==> config.mk <==
export PLATFORM = sky130hd
export DESIGN_NAME = imem_loader
export DESIGN_NICKNAME = d
export VERILOG_FILES = /design/src/rtl/imem_loader.sv
export SDC_FILE = /design/constraint.sdc
export NUM_CORES = 1
export LEC_CHECK = 0
export CELL_PAD_IN_SITES_DETAIL_PLACEMENT = 1
export CELL_PAD_IN_SITES_GLOBAL_PLACEMENT = 2
export CORE_MARGIN = 3
export CORE_UTILIZATION = 32
export CTS_CLUSTER_SIZE = 24
export DETAILED_ROUTE_END_ITERATION = 6
export PLACE_DENSITY = 0.88
export REMOVE_ABC_BUFFERS = 1
export SETUP_SLACK_MARGIN = 0.02
export SKIP_LAST_GASP = 1
export SLEW_MARGIN = 20
export SYNTH_ARGS = -nofsm -noshare
export SYNTH_HDL_FRONTEND = slang
export SYNTH_SLANG_ARGS = --single-unit
==> constraint.sdc <==
create_clock -name clk -period 2.9 [get_ports clk]
set_input_delay 0.435 -clock clk [delete_from_list [all_inputs] [get_ports clk]]
set_output_delay 0.435 -clock clk [all_outputs]
set_load 0.02 [all_outputs]
==> src/rtl/imem_loader.sv <==
// imem_loader: assembles a UART byte stream into 32-bit words and writes them
// to the instruction store while holding the CPU. Optional: LOADER_CHECKSUM_EN.
module imem_loader #(
    parameter int MEM_WORDS   = 32,
    parameter int TIMEOUT_CYC = 1000000
) (
    input  logic        clk,
    input  logic        reset,
    input  logic        start,
    input  logic [7:0]  rx_data,
    input  logic        rx_valid,
    output logic        mem_we,
    output logic [30:0] mem_addr,
    output logic [31:0] mem_wdata,
    output logic        cpu_hold,
    output logic        done,
    output logic        error
);

    localparam int GW = $clog2(TIMEOUT_CYC + 1);

    typedef enum logic [2:0] {
        S_IDLE,
        S_LEN_HI,
        S_LEN_LO,
        S_DATA,
`ifdef LOADER_CHECKSUM_EN
        S_CHK,
`endif
        S_DONE,
        S_ERR
    } state_t;

    state_t        state;
    state_t        state_nxt;
    logic [7:0]    len_hi_q;
    logic [15:0]   len_q;
    logic [1:0]    byte_cnt;
    logic [23:0]   shift_q;
    logic [15:0]   word_idx;
    logic [GW-1:0] gap_q;
    logic          busy;
    logic          start_ok;
    logic          timeout;
    logic          last_word;
    logic [15:0]   len_n;
`ifdef LOADER_CHECKSUM_EN
    logic [7:0]    csum_q;
    logic          last_byte;
`endif

    assign busy = (state == S_LEN_HI) || (state == S_LEN_LO) ||
`ifdef LOADER_CHECKSUM_EN
                  (state == S_CHK) ||
`endif
                  (state == S_DATA);
    assign start_ok  = start && !busy;
    assign timeout   = busy && !rx_valid && (gap_q == GW'(TIMEOUT_CYC - 1));
    assign len_n     = {len_hi_q, rx_data};
    assign last_word = (word_idx == (len_q - 16'd1));
`ifdef LOADER_CHECKSUM_EN
    assign last_byte = (state == S_DATA) && rx_valid && (byte_cnt == 2'd3);
`endif

    // State register
    always_ff @(posedge clk) begin
        if (reset) state <= S_IDLE;
        else       state <= state_nxt;
    end

    // Next-state logic; timeout loses to any byte arriving the same cycle
    always_comb begin
        state_nxt = state;
        unique case (state)
            S_IDLE, S_DONE, S_ERR: begin
                if (start) state_nxt = S_LEN_HI;
            end
            S_LEN_HI: begin
                if (rx_valid)     state_nxt = S_LEN_LO;
                else if (timeout) state_nxt = S_ERR;
            end
            S_LEN_LO: begin
                if (rx_valid) begin
                    if (len_n == 16'd0)                 state_nxt = S_DONE;
                    else if (len_n > 16'(MEM_WORDS))   state_nxt = S_ERR;
                    else                                state_nxt = S_DATA;
                end else if (timeout) begin
                    state_nxt = S_ERR;
                end
            end
            S_DATA: begin
`ifdef LOADER_CHECKSUM_EN
                if (last_byte && last_word) state_nxt = S_CHK;
                else if (timeout)           state_nxt = S_ERR;
`else
                if (mem_we && last_word) state_nxt = S_DONE;
                else if (timeout)        state_nxt = S_ERR;
`endif
            end
`ifdef LOADER_CHECKSUM_EN
            S_CHK: begin
                if (rx_valid)
                    state_nxt = (rx_data == csum_q) ? S_DONE : S_ERR;
                else if (timeout)
                    state_nxt = S_ERR;
            end
`endif
            default: state_nxt = S_IDLE;
        endcase
    end

    // Status outputs decoded from the current state
    always_comb begin
        cpu_hold = busy;
        done     = (state == S_DONE);
        error    = (state == S_ERR);
    end

    // Byte assembly, write strobe, word index and inter-byte gap counter
    always_ff @(posedge clk) begin
        if (reset) begin
            mem_we    <= 1'b0;
            mem_addr  <= '0;
            mem_wdata <= '0;
            len_hi_q  <= '0;
            len_q     <= '0;
            byte_cnt  <= '0;
            shift_q   <= '0;
            word_idx  <= '0;
            gap_q     <= '0;
`ifdef LOADER_CHECKSUM_EN
            csum_q    <= '0;
`endif
        end else begin
            mem_we <= 1'b0;
            if (mem_we) word_idx <= word_idx + 16'd1;
            if (start_ok) begin
                byte_cnt <= '0;
                word_idx <= '0;
                gap_q    <= '0;
`ifdef LOADER_CHECKSUM_EN
                csum_q   <= '0;
`endif
            end else if (busy) begin
                if (rx_valid)     gap_q <= '0;
                else if (!timeout) gap_q <= gap_q + 1'b1;
`ifdef LOADER_CHECKSUM_EN
                if (rx_valid && state != S_CHK) csum_q <= csum_q ^ rx_data;
`endif
                if (rx_valid && state == S_LEN_HI) len_hi_q <= rx_data;
                if (rx_valid && state == S_LEN_LO) len_q <= len_n;
                if (rx_valid && state == S_DATA) begin
                    shift_q  <= {shift_q[15:0], rx_data};
                    byte_cnt <= byte_cnt + 2'd1;
                    if (byte_cnt == 2'd3) begin
                        mem_we    <= 1'b1;
                        mem_addr  <= {13'd0, word_idx, 2'b00};
                        mem_wdata <= {shift_q, rx_data};
                    end
                end
            end
        end
    end

endmodule
Word-level counts from Yosys, hierarchy flattened --
Index checks and enable logic that the tools add are counted.
Cells by class: add/subtract/negate cells 4, order comparisons 1, eq/ne operators 10, mux-type cells 11, bitwise logic cells 3, reductions and logical operators 22
Operator list (number):
- $mux W20 | 2
- $mux W3 | 7
- $add A20 B1 Y20 const B | 1
- $eq A20 B20 Y1 const B | 1
- $add A16 B1 Y16 const B | 1
- $eq A16 B16 Y1 | 1
- $gt A16 B6 Y1 const B | 1
- $logic_not A16 Y1 | 1
- $sub A16 B1 Y16 const B | 1
- $pmux W3 S4 | 1
- $reduce_and A3 Y1 | 3
- $logic_and A1 B1 Y1 | 7
- $eq A3 B2 Y1 const B | 2
- $eq A3 B3 Y1 const B | 2
- $ne A2 B2 Y1 const B | 2
- $reduce_and A2 Y1 | 2
- $reduce_and A4 Y1 | 1
- $reduce_or A4 Y1 | 1
- $eq A3 B1 Y1 const B | 1
- $logic_not A3 Y1 | 1
- $not A1 Y1 | 3
- $reduce_or A3 Y1 | 1
- $add A2 B1 Y2 const B | 1
- $eq A2 B2 Y1 const B | 1
- 4 further kinds | 6
Storage, ports and cells: bits in registers 138, output and inout port bits 67

Depth between registers and ports, before layout --
Gate-level depths: netlist of run 1.
depth after elaboration 8, gate-level depth with buffers 9, depth with buffers taken out 8

Least setup slack after synthesis of run 1 --
Ideal clock, no wire load.
path kind reg-to-reg, from reg len_q[2], to reg state[0], library setup time 0.126 ns, arrival time 2.217 ns, data required time 2.774 ns, slack 0.557 ns, cell stages (with the launch flop) 9, buffers on the path 2, period minus slack after synthesis 2.343 ns, cell sequence dfxtp_1 > buf_6 > or4_1 > buf_2 > o31a_1 > or4_1 > and3_1 > and4b_1 > o211ai_1
On the way: word-level cells in the longest chain between the ends 5
Ends and longest elaborated chain:
- from (decl) | line 37 | logic [15:0] len_q;
- from (signal assigned) | line 151 | if (rx_valid && state == S_LEN_LO) len_q <= len_n;
- $sub A16 B1 Y16 | line 60 | assign last_word = (word_idx == (len_q - 16'd1));
- $eq A16 B16 Y1 | line 60
- $logic_and A1 B1 Y1 | line 96 | if (mem_we && last_word) state_nxt = S_DONE;
- $mux W3 | line 96
- $pmux W3 S4 | line 74 | unique case (state)
- to (signal assigned) | line 68 | else state <= state_nxt;
- to (decl) | line 34 | state_t state;
Every way passes these cells. A chain may end at the register's enable or synchronous reset.

Worst setup path after layout of run 1 --
from reg len_q[0], to reg state[1]
Same word-level chain as after synthesis.

==> results.json, run 1 <==
{
  "status": "complete, no violations",
  "multiInputGateArea_um2": 2950,
  "core_um2": 18210,
  "rrSetupSlack_ns": 0.37,
  "synth-adder-area-share": 0.008302,
  "fin_tns_setup_ns": 0,
  "synthXorXnorAreaFrac": 0.06912,
  "period_share": 0.8707,
  "drv_cap": 0,
  "port_buffers": 63,
  "diodes": 0,
  "ys.flop_type": "dfxtp_1",
  "max_clock_freq_ghz": 0.3960,
  "ys_seq_area_frac": 0.4583,
  "avgSynthCellArea_um2": 7.870,
  "hold_path_class": "primary input to flop",
  "synth_compound_area_frac": 0.1341,
  "slew_viol_final": 0,
  "cts_made_buffers": 17,
  "postCtsSetupRepairBufs": 0,
  "synth_mux_area_frac": 0.008302,
  "worst_setup_path_end_kind": "flop",
  "dp_cells": 1022,
  "die_h_um": 143.3,
  "drive_above_1_share": 0.06182,
  "overflow": 0,
  "ir_drop_mv": 0.4213,
  "io_pins": 79,
  "htree_levels": 4,
  "cts_root_buf": "clkbuf_16",
  "drtIter0Drc": 258,
  "synth_top_family_by_area": "simple AND/OR/NAND/NOR gates",
  "postRouteAntennaNets": 0,
  "syn-cell-area_um2": 6028,
  "globalplace.congestion": 0.8218,
  "r2r_end": "state[1]$_SDFFE_PP0P_",
  "antenna_found_initial": 0,
  "critPathKind": "flop to flop",
  "seqCellArea_um2": 2763,
  "p_per_area_nw_per_um2": 656.9,
  "max_slew.worst_pin.slew_ns": 0.6684,
  "initial_core_util": 0.3311,
  "final_cell_mix": "215 x nand2_1, 138 x dfxtp_1, 110 x a21oi_1",
  "post_cts_resized": 0,
  "rsz0062_at_grt": "no",
  "cp.required_ns": 3.20,
  "worst_setup_path_start_kind": "flop",
  "stdcell_count": 1054,
  "cp_max_fo": 9,
  "die_w_um": 143.3,
  "yosys_warnings": 0,
  "post_synth_and_or_nand_nor_area_fraction": 0.2597,
  "cts_tree": "built",
  "internal_power_w": 0.003603,
  "synth-edff-count": 0,
  "area_delta_synth_final_pct": 23.20,
  "grt_first_pass_wirelength_um": 25740,
  "finalPower_w": 0.004879,
  "finClkSkew_ns": 0.007965,
  "wl_um": 15320,
  "synth_cell_type_count": 56,
  "routed_via_density": 4.927,
  "hold_depth": 2,
  "p_clk_frac": 0.480,
  "leakagePower_nw": 2.489,
  "synth-async-reset-ratio": 0,
  "finalNetCount": 828,
  "track_usage": 0.1559,
  "ys_seq_elements": 138,
  "clk_pin_slew_ns": 0.06,
  "pwr-share-seq": 0.413,
  "p_sw_w": 0.001276,
  "slew_headroom": 0.5544,
  "grt_max_degree": 63,
  "die-area_um2": 20520,
  "clock_latency_ns": 0.43,
  "hold_buffers": 0,
  "layout_min_cycle_time_ns": 2.525,
  "remaining_drc_errors": 0,
  "p_sw_frac": 0.2615,
  "whs_endpoint": "mem_addr[5]$_SDFFE_PP0P_",
  "min-delay-start": "reset",
  "fill_cells": 2181,
  "cts_buffer_depth": 2,
  "grt_pass1_vias": 5237,
  "syn_inst": 766,
  "r2r-start": "len_q[0]$_SDFFE_PP0P_",
  "clock-sinks": 138,
  "r2r_cells": 6,
  "vias": 5193,
  "wire_per_inst_um": 14.53,
  "crit_arrival_ns": 2.82,
  "finalHoldViolations": 0,
  "combPwrFrac": 0.108,
  "final_common_cell": "nand2_1",
  "rows": 49,
  "firstDrtPassIters": 5,
  "setup_viol": 0,
  "hpwl_um": 10400
}
[metal layers]
layer  wire, um  GRT usage  vias to the layer above
met5          0          0                        -
met4        218    0.05946                        0
met3        466    0.03650                       13
met2       7314     0.2537                       69
met1       7317     0.2013                     2480
li1           -          -                     2631
[through the flow]
step	util	hold slack [ns]	cell area [um2]	setup WS, ns
2_1_floorplan	-	0.4260	5751	0.2635
3_3_place_gp	0.3730	0.4431	6792	0.4093
3_5_place_dp	0.3730	0.4464	6792	0.3715
4_1_cts	0.4079	0.4458	7427	0.3495
5_1_grt	0.4079	0.4616	7427	0.1683
6_report	0.4079	0.4491	7427	0.3749
[worst max-delay path by stage]
| stage | from | to | slack [ns] | cells past startpoint |
|---|---|---|---|---|
| CTS | len_q[0]$_SDFFE_PP0P_ | state[1]$_SDFFE_PP0P_ | 0.35 | 6 |
| finish | len_q[0]$_SDFFE_PP0P_ | state[1]$_SDFFE_PP0P_ | 0.37 | 6 |
| global placement | len_q[0]$_SDFFE_PP0P_ | state[1]$_SDFFE_PP0P_ | 0.41 | 6 |
| detailed placement | len_q[0]$_SDFFE_PP0P_ | state[1]$_SDFFE_PP0P_ | 0.37 | 6 |
| floorplan | state[0]$_SDFFE_PP0P_ | mem_addr[10]$_SDFFE_PP0P_ | 0.26 | 5 |
| global route | len_q[0]$_SDFFE_PP0P_ | state[0]$_SDFFE_PP0P_ | 0.17 | 6 |
[kinds of logic after synthesis]
kind of cell	Yosys count
AOI/OAI and AO/OA	144
xor gates and xnor gates	46
adders and majority gates	4
buffers and inverters	74
DFF	138
muxes	5
other	1
and+or+nand+nor	354
[worst max-delay path, stage by stage, from the launching register on]
cell     delay, ns
dfxtp_1       0.35
or4_1         0.69
o31a_1        0.29
or4_1         0.45
and3_1        0.18
and4b_1       0.34
o32ai_1       0.10
[power by group through the flow]
stage	logic [W]	registers (W)	clock network (W)
global route	0.000587	0.00202	0.00249
detailed placement	0.000530	0.00205	0
CTS	0.000534	0.00201	0.00240
floorplan	0.000342	0.00203	0
finish	0.000525	0.00201	0.00234
global placement	0.000521	0.00205	0
[cell usage after synthesis (9+ instances only)]
| master | count | share of area |
|---|---|---|
| o21ai_0 | 9 | 0.0075 |
| nor2_1 | 51 | 0.032 |
| clkbuf_1 | 34 | 0.021 |
| buf_4 | 17 | 0.021 |
| nand4_1 | 10 | 0.010 |
| nor3_1 | 10 | 0.0083 |
| a21oi_1 | 110 | 0.091 |
| xnor2_1 | 20 | 0.029 |
| nand2_1 | 216 | 0.13 |
| xor2_1 | 25 | 0.036 |
| nand3_1 | 15 | 0.012 |
| inv_1 | 11 | 0.0068 |
| dfxtp_1 | 138 | 0.46 |
[sequential cells by signal, indices dropped and copies added (netlist names)]
| register | flops |
|---|---|
| mem_wdata | 32 |
| shift_q | 24 |
| len_q | 16 |
| mem_addr | 16 |
| gap_q | 20 |
| byte_cnt | 2 |
| mem_we | 1 |
| word_idx | 16 |
| len_hi_q | 8 |
| state | 3 |
[layout make-up]
cell class	instances	area share
multi-input combinational	568	0.3972
sequential	138	0.3720
timing repair buffer	76	0.1011
clock buffer	19	0.05964
tap	229	0.03858
clock inverter	13	0.02594
inverter	11	0.005559
Power figures use the tool's default switching activity.
==> inputs of run 2 (changes only) <==
--- a/config.mk
+++ b/config.mk
@@ -11,10 +11,10 @@
 export CORE_UTILIZATION = 32
 export CTS_CLUSTER_SIZE = 24
 export DETAILED_ROUTE_END_ITERATION = 6
+export GPL_ROUTABILITY_DRIVEN = 0
 export PLACE_DENSITY = 0.88
 export REMOVE_ABC_BUFFERS = 1
 export SETUP_SLACK_MARGIN = 0.02
-export SKIP_LAST_GASP = 1
 export SLEW_MARGIN = 20
 export SYNTH_ARGS = -nofsm -noshare
 export SYNTH_HDL_FRONTEND = slang
==> results of run 2 <==
No change in the layout: final DEF, timing and power equal those of run 1.
==> inputs of run 3 (changes only) <==
--- a/config.mk
+++ b/config.mk
@@ -5,14 +5,14 @@
 export SDC_FILE = /design/constraint.sdc
 export NUM_CORES = 1
 export LEC_CHECK = 0
-export CELL_PAD_IN_SITES_DETAIL_PLACEMENT = 1
-export CELL_PAD_IN_SITES_GLOBAL_PLACEMENT = 2
 export CORE_MARGIN = 3
-export CORE_UTILIZATION = 32
+export CORE_UTILIZATION = 36
 export CTS_CLUSTER_SIZE = 24
 export DETAILED_ROUTE_END_ITERATION = 6
+export DONT_BUFFER_PORTS = 1
 export GPL_ROUTABILITY_DRIVEN = 0
-export PLACE_DENSITY = 0.88
+export PLACE_DENSITY = 0.59
+export RECOVER_POWER = 100
 export REMOVE_ABC_BUFFERS = 1
 export SETUP_SLACK_MARGIN = 0.02
 export SLEW_MARGIN = 20
==> run 3 against run 2 <==
Flip-flop and latch count is the same; first-iteration DRC count grew 1.2%; die area decreased by 11%; sequential power is essentially flat; largest power group unchanged; count of clock-buffer cells in the layout unchanged; global-route usage down 0.99 points; total power down 3.8%; critical endpoint is now state[0]$_SDFFE_PP0P_; clock power is 4% lower; critical path type unchanged.
==> results.json, run 3 (synthesis gave the netlist of run 1 again) <==
{
  "initial_core_util": 0.3741,
  "routed_via_density": 4.846,
  "wire_per_inst_um": 13.48,
  "p_sw_frac": 0.2535,
  "finalNetCount": 761,
  "cp_max_fo": 9,
  "internal_power_w": 0.003504,
  "period_share": 0.8781,
  "remaining_drc_errors": 0,
  "status": "complete, no violations",
  "drtIter0Drc": 261,
  "worst_setup_path_start_kind": "flop",
  "regMostFlops": "mem_wdata",
  "hold_buffers": 0,
  "max_clock_freq_ghz": 0.3927,
  "largest_reg_flops": 32,
  "crit_arrival_ns": 2.84,
  "p_clk_frac": 0.480,
  "cts_tree": "built",
  "vias": 4720,
  "pre_cts_ws_ns": 0.3756,
  "grt_first_pass_wirelength_um": 21740,
  "die_w_um": 135.4,
  "postCtsSetupRepairBufs": 0,
  "final.setup.worst_slack_ns": 0.3534,
  "slew_viol_final": 0,
  "ir_drop_mv": 0.4211,
  "firstDrtPassIters": 4,
  "clock_latency_ns": 0.42,
  "diodes": 0,
  "combPwrFrac": 0.092,
  "port_buffers": 0,
  "grt_pass1_vias": 4325,
  "hpwl_um": 8768,
  "worst_setup_path_end_kind": "flop",
  "final_cell_mix": "216 x nand2_1, 138 x dfxtp_1, 110 x a21oi_1",
  "track_usage": 0.1459,
  "pwr-share-seq": 0.428,
  "wl_um": 13130,
  "rsz0062_at_grt": "no",
  "reg_top3": "mem_wdata: 32 flops, shift_q: 24 flops, gap_q: 20 flops",
  "setup_viol": 0,
  "layout_min_cycle_time_ns": 2.547,
  "finalHoldViolations": 0,
  "slew_headroom": 0.3651,
  "p_sw_w": 0.001190,
  "final_common_cell": "nand2_1",
  "rows": 46,
  "cts_made_buffers": 17,
  "drive_above_1_share": 0.05541,
  "clock-sinks": 138,
  "hold_path_class": "primary input to flop",
  "core_um2": 16120,
  "die-area_um2": 18330,
  "cts_root_buf": "clkbuf_16",
  "die_h_um": 135.4,
  "cp.required_ns": 3.20,
  "postRouteAntennaNets": 0,
  "area_delta_synth_final_pct": 11.48,
  "cts_buffer_depth": 2,
  "htree_levels": 4,
  "max_slew.worst_pin.slew_ns": 0.9523,
  "grt_max_degree": 103,
  "critPathKind": "flop to flop",
  "antenna_found_initial": 0,
  "finClkSkew_ns": 0.01021,
  "post_cts_resized": 0,
  "overflow": 0,
  "leakagePower_nw": 2.229,
  "drv_cap": 0,
  "p_per_area_nw_per_um2": 698.4,
  "fin_tns_setup_ns": 0,
  "clk_pin_slew_ns": 0.06,
  "io_pins": 79
}
==> run 3: cell count changes in the layout (fill, tap and decap cells not counted) <==
cell	change
clkinv_2	+1
clkbuf_1	+3
clkbuf_8	+1
and2_0	+1
and2_1	-1
clkdlybuf4s50_1	-62
nand2_1	+1
bufinv_16	-1
nand2_2	-1
buf_4	-9
==> run 3: layer usage <==
| layer | GRT usage | up-vias | wire length [um] |
|---|---|---|---|
| li1 | - | 2493 | - |
| met1 | 0.1945 | 2140 | 6492 |
| met2 | 0.2243 | 77 | 5901 |
| met3 | 0.04755 | 10 | 588 |
| met4 | 0.04703 | 0 | 151 |
| met5 | 0 | - | 0 |
==> run 3: layout make-up <==
| class | count | area (um2) |
|---|---|---|
| fillers | 1685 | 9395 |
| multi-input cells | 568 | 2948 |
| flip-flops and latches | 138 | 2763 |
| clock buffers | 19 | 452.9 |
| well taps | 216 | 270.3 |
| clock inverters | 13 | 167.7 |
| repair buffers | 9 | 77.57 |
| inverters | 11 | 41.29 |
==> run 3: worst paths after layout <==
kind	from	end	slack (ns)	depth (start not counted)
setup / recovery	len_q[0]$_SDFFE_PP0P_	state[0]$_SDFFE_PP0P_	0.35	6
hold / removal	reset	mem_addr[7]$_SDFFE_PP0P_	0.08	1
hold reg to reg	shift_q[17]$_SDFFE_PP0P_	mem_wdata[25]$_SDFFE_PP0P_	0.45	2
setup reg to reg	len_q[0]$_SDFFE_PP0P_	state[0]$_SDFFE_PP0P_	0.35	6
==> run 3: stage by stage <==
step / total power (W) / instance area [um2] / std cells / util / hold WS [ns]
after global routing: 0.004909 / 6720 / 974 / 0.4170 / 0.05904
after floorplan: 0.002375 / 5751 / 717 / - / 0.4260
final: 0.004694 / 6720 / 974 / 0.4170 / 0.07927
after detailed placement: 0.002497 / 6117 / 942 / 0.3796 / 0.4444
after CTS: 0.004764 / 6738 / 974 / 0.4181 / 0.06849
after global placement: 0.002497 / 6117 / 942 / 0.3796 / 0.4395
==> run 3: power by group through the flow <==
stage | Combinational [W] | Sequential [W] | Clock [W]
after global routing | 0.000494 | 0.00202 | 0.00240
after CTS | 0.000448 | 0.00201 | 0.00231
after floorplan | 0.000342 | 0.00203 | 0
after detailed placement | 0.000446 | 0.00205 | 0
after global placement | 0.000446 | 0.00205 | 0
final | 0.000432 | 0.00201 | 0.00225
==> run 3: critical path, cell delays in order (launching register included) <==
cell	delay, ns
dfxtp_1	0.34
or4_1	0.68
o31a_1	0.29
or4_1	0.46
and3_1	0.19
and4b_1	0.36
o211ai_1	0.11
==> RTL change, RTL diff (config.mk and constraints of run 3) <==
Make the reset (`reset`) asynchronous in 2 clocked blocks.
--- a/src/rtl/imem_loader.sv
+++ b/src/rtl/imem_loader.sv
@@ -65,3 +65,3 @@
     // State register
-    always_ff @(posedge clk) begin
+    always_ff @(posedge clk or posedge reset) begin
         if (reset) state <= S_IDLE;
@@ -119,3 +119,3 @@
     // Byte assembly, write strobe, word index and inter-byte gap counter
-    always_ff @(posedge clk) begin
+    always_ff @(posedge clk or posedge reset) begin
         if (reset) begin
Check against the original RTL: differs if reset is asserted again (counterexample within 4 cycles, from zero or initial values and one cycle with reset high); with reset held inactive, the same outputs for 4 cycles.
==> RTL change against run 3 <==
Largest cell class is now flip-flops and latches. Synthesized area grew 7.0%. Sequential cell count did not move. Cell area grew 8.4%. Maximum frequency up 1.3%. Die area grew 6.7%. Routed wire length up 0.60%. Setup slack improved by 0.033 ns. Highest routed layer unchanged. Sequential share of layout area up 6.3 points. The run now ends with max-capacitance violations left.
Power is not compared: it rests on default switching activity, and its combinational part moved more than twofold at a synthesized area within 25%.
==> RTL change: results (changes against run 3) <==
[global_routing]
wire_length_of_the_first_global_routing_pass_um=22500  ; +3.5%
grt_util_met2=0.233  ; +0.00920
global_route.usage.total=0.142  ; -0.00345
vias_in_the_first_global_route=4328  ; +0.069%
gr_util_met1=0.177  ; -0.0174

[setup_path]
timing.critical_path.slowest_stage_cell=or4b_1
slowest_delay_ns=0.54  ; -0.14 ns
data_arrival_at_the_endpoint_of_the_critical_path_ns=2.82  ; -0.02 ns
rr_endpoint=state[2]
critical_path.reg2reg.startpoint=len_q[0]
rrSetupSlack_ns=0.39  ; +0.03 ns

[layout]
regArea_mm2=0.00345  ; +25%
finish.cell_count_without_fillers=804  ; -17%
design.final.nets=583  ; -23%
drive_gt1_frac=0.237  ; +0.181

[placed_design]
numPlacedInstances=772  ; -18%
dpl.hpwl_um=9310  ; +6.1%
post-place-ws_ns=0.491  ; +0.115 ns

[synthesis]
post_synth_inst_count=562  ; -27%
post_synth_xor_area_fraction=0.0557  ; -0.0135
ys.flop_type=dfrtp_1
async_reset_ff_frac=1.00  ; +1.00
seq_total_area_yosys=0.535  ; +0.0769
yosys.area_share.adder=0.00776  ; -0.000546
synth.cells.most_frequent=138 x dfrtp_1, 93 x mux2_2, 54 x nor2_1, 31 x o21ai_0, 25 x nand2_1
biggest_area_contributors_in_the_synthesized_netlist=dfrtp_1 54%, mux2_2 16%, xor2_1 3.3%

[min_path]
worst_hold_path.num_cells=2  ; +1

[timing]
finClkSkew_ns=0.00630  ; -0.00391 ns
transition_time_of_the_tightest_slew_check_pin_ns=1.50  ; +0.546 ns

[routing]
routed_wl_met2_um=6600  ; +12%
met1_length_um=5760  ; -11%
first_iter_violations=265  ; +1.5%
route.detailed.vias_per_inst=5.31  ; +9.5%
met3WireLength_um=718  ; +22%
wl_um=13200  ; +0.60%

[run]
max-cap-violations=1  ; +1

[floorplan]
core_area_mm2=0.0174  ; +8.1%

[run_status]
run_status=finished, violations left
violated_checks=max-capacitance violations

[RTL change: area by class of cell]
cell class | instances | share of cell area
flip-flops and latches | 138 | 0.474
multi-input cells | 393 | 0.388
clock buffers | 26 | 0.0727
well taps | 225 | 0.0387
clock inverters | 5 | 0.0144
repair buffers | 10 | 0.00773
inverters | 7 | 0.00412
[RTL change: worst max path at each step]
stage	start	to	slack (ns)	cells after the start
2_1_floorplan	reset	byte_cnt[0]	-1.23	1
3_3_place_gp	len_q[0]	state[2]	0.56	8
3_5_place_dp	len_q[0]	state[2]	0.49	8
4_1_cts	len_q[0]	state[2]	0.49	8
5_1_grt	len_q[0]	state[2]	0.26	8
6_report	len_q[0]	state[2]	0.39	8
[RTL change: worst max-delay path: cells and delay by family (launching register included)]
kind	cells	cell delay (ns)
flops	1	0.42
fa+ha+maj	1	0.22
buf+inv	1	0.10
simple gates	1	0.54
compound gates	5	1.12
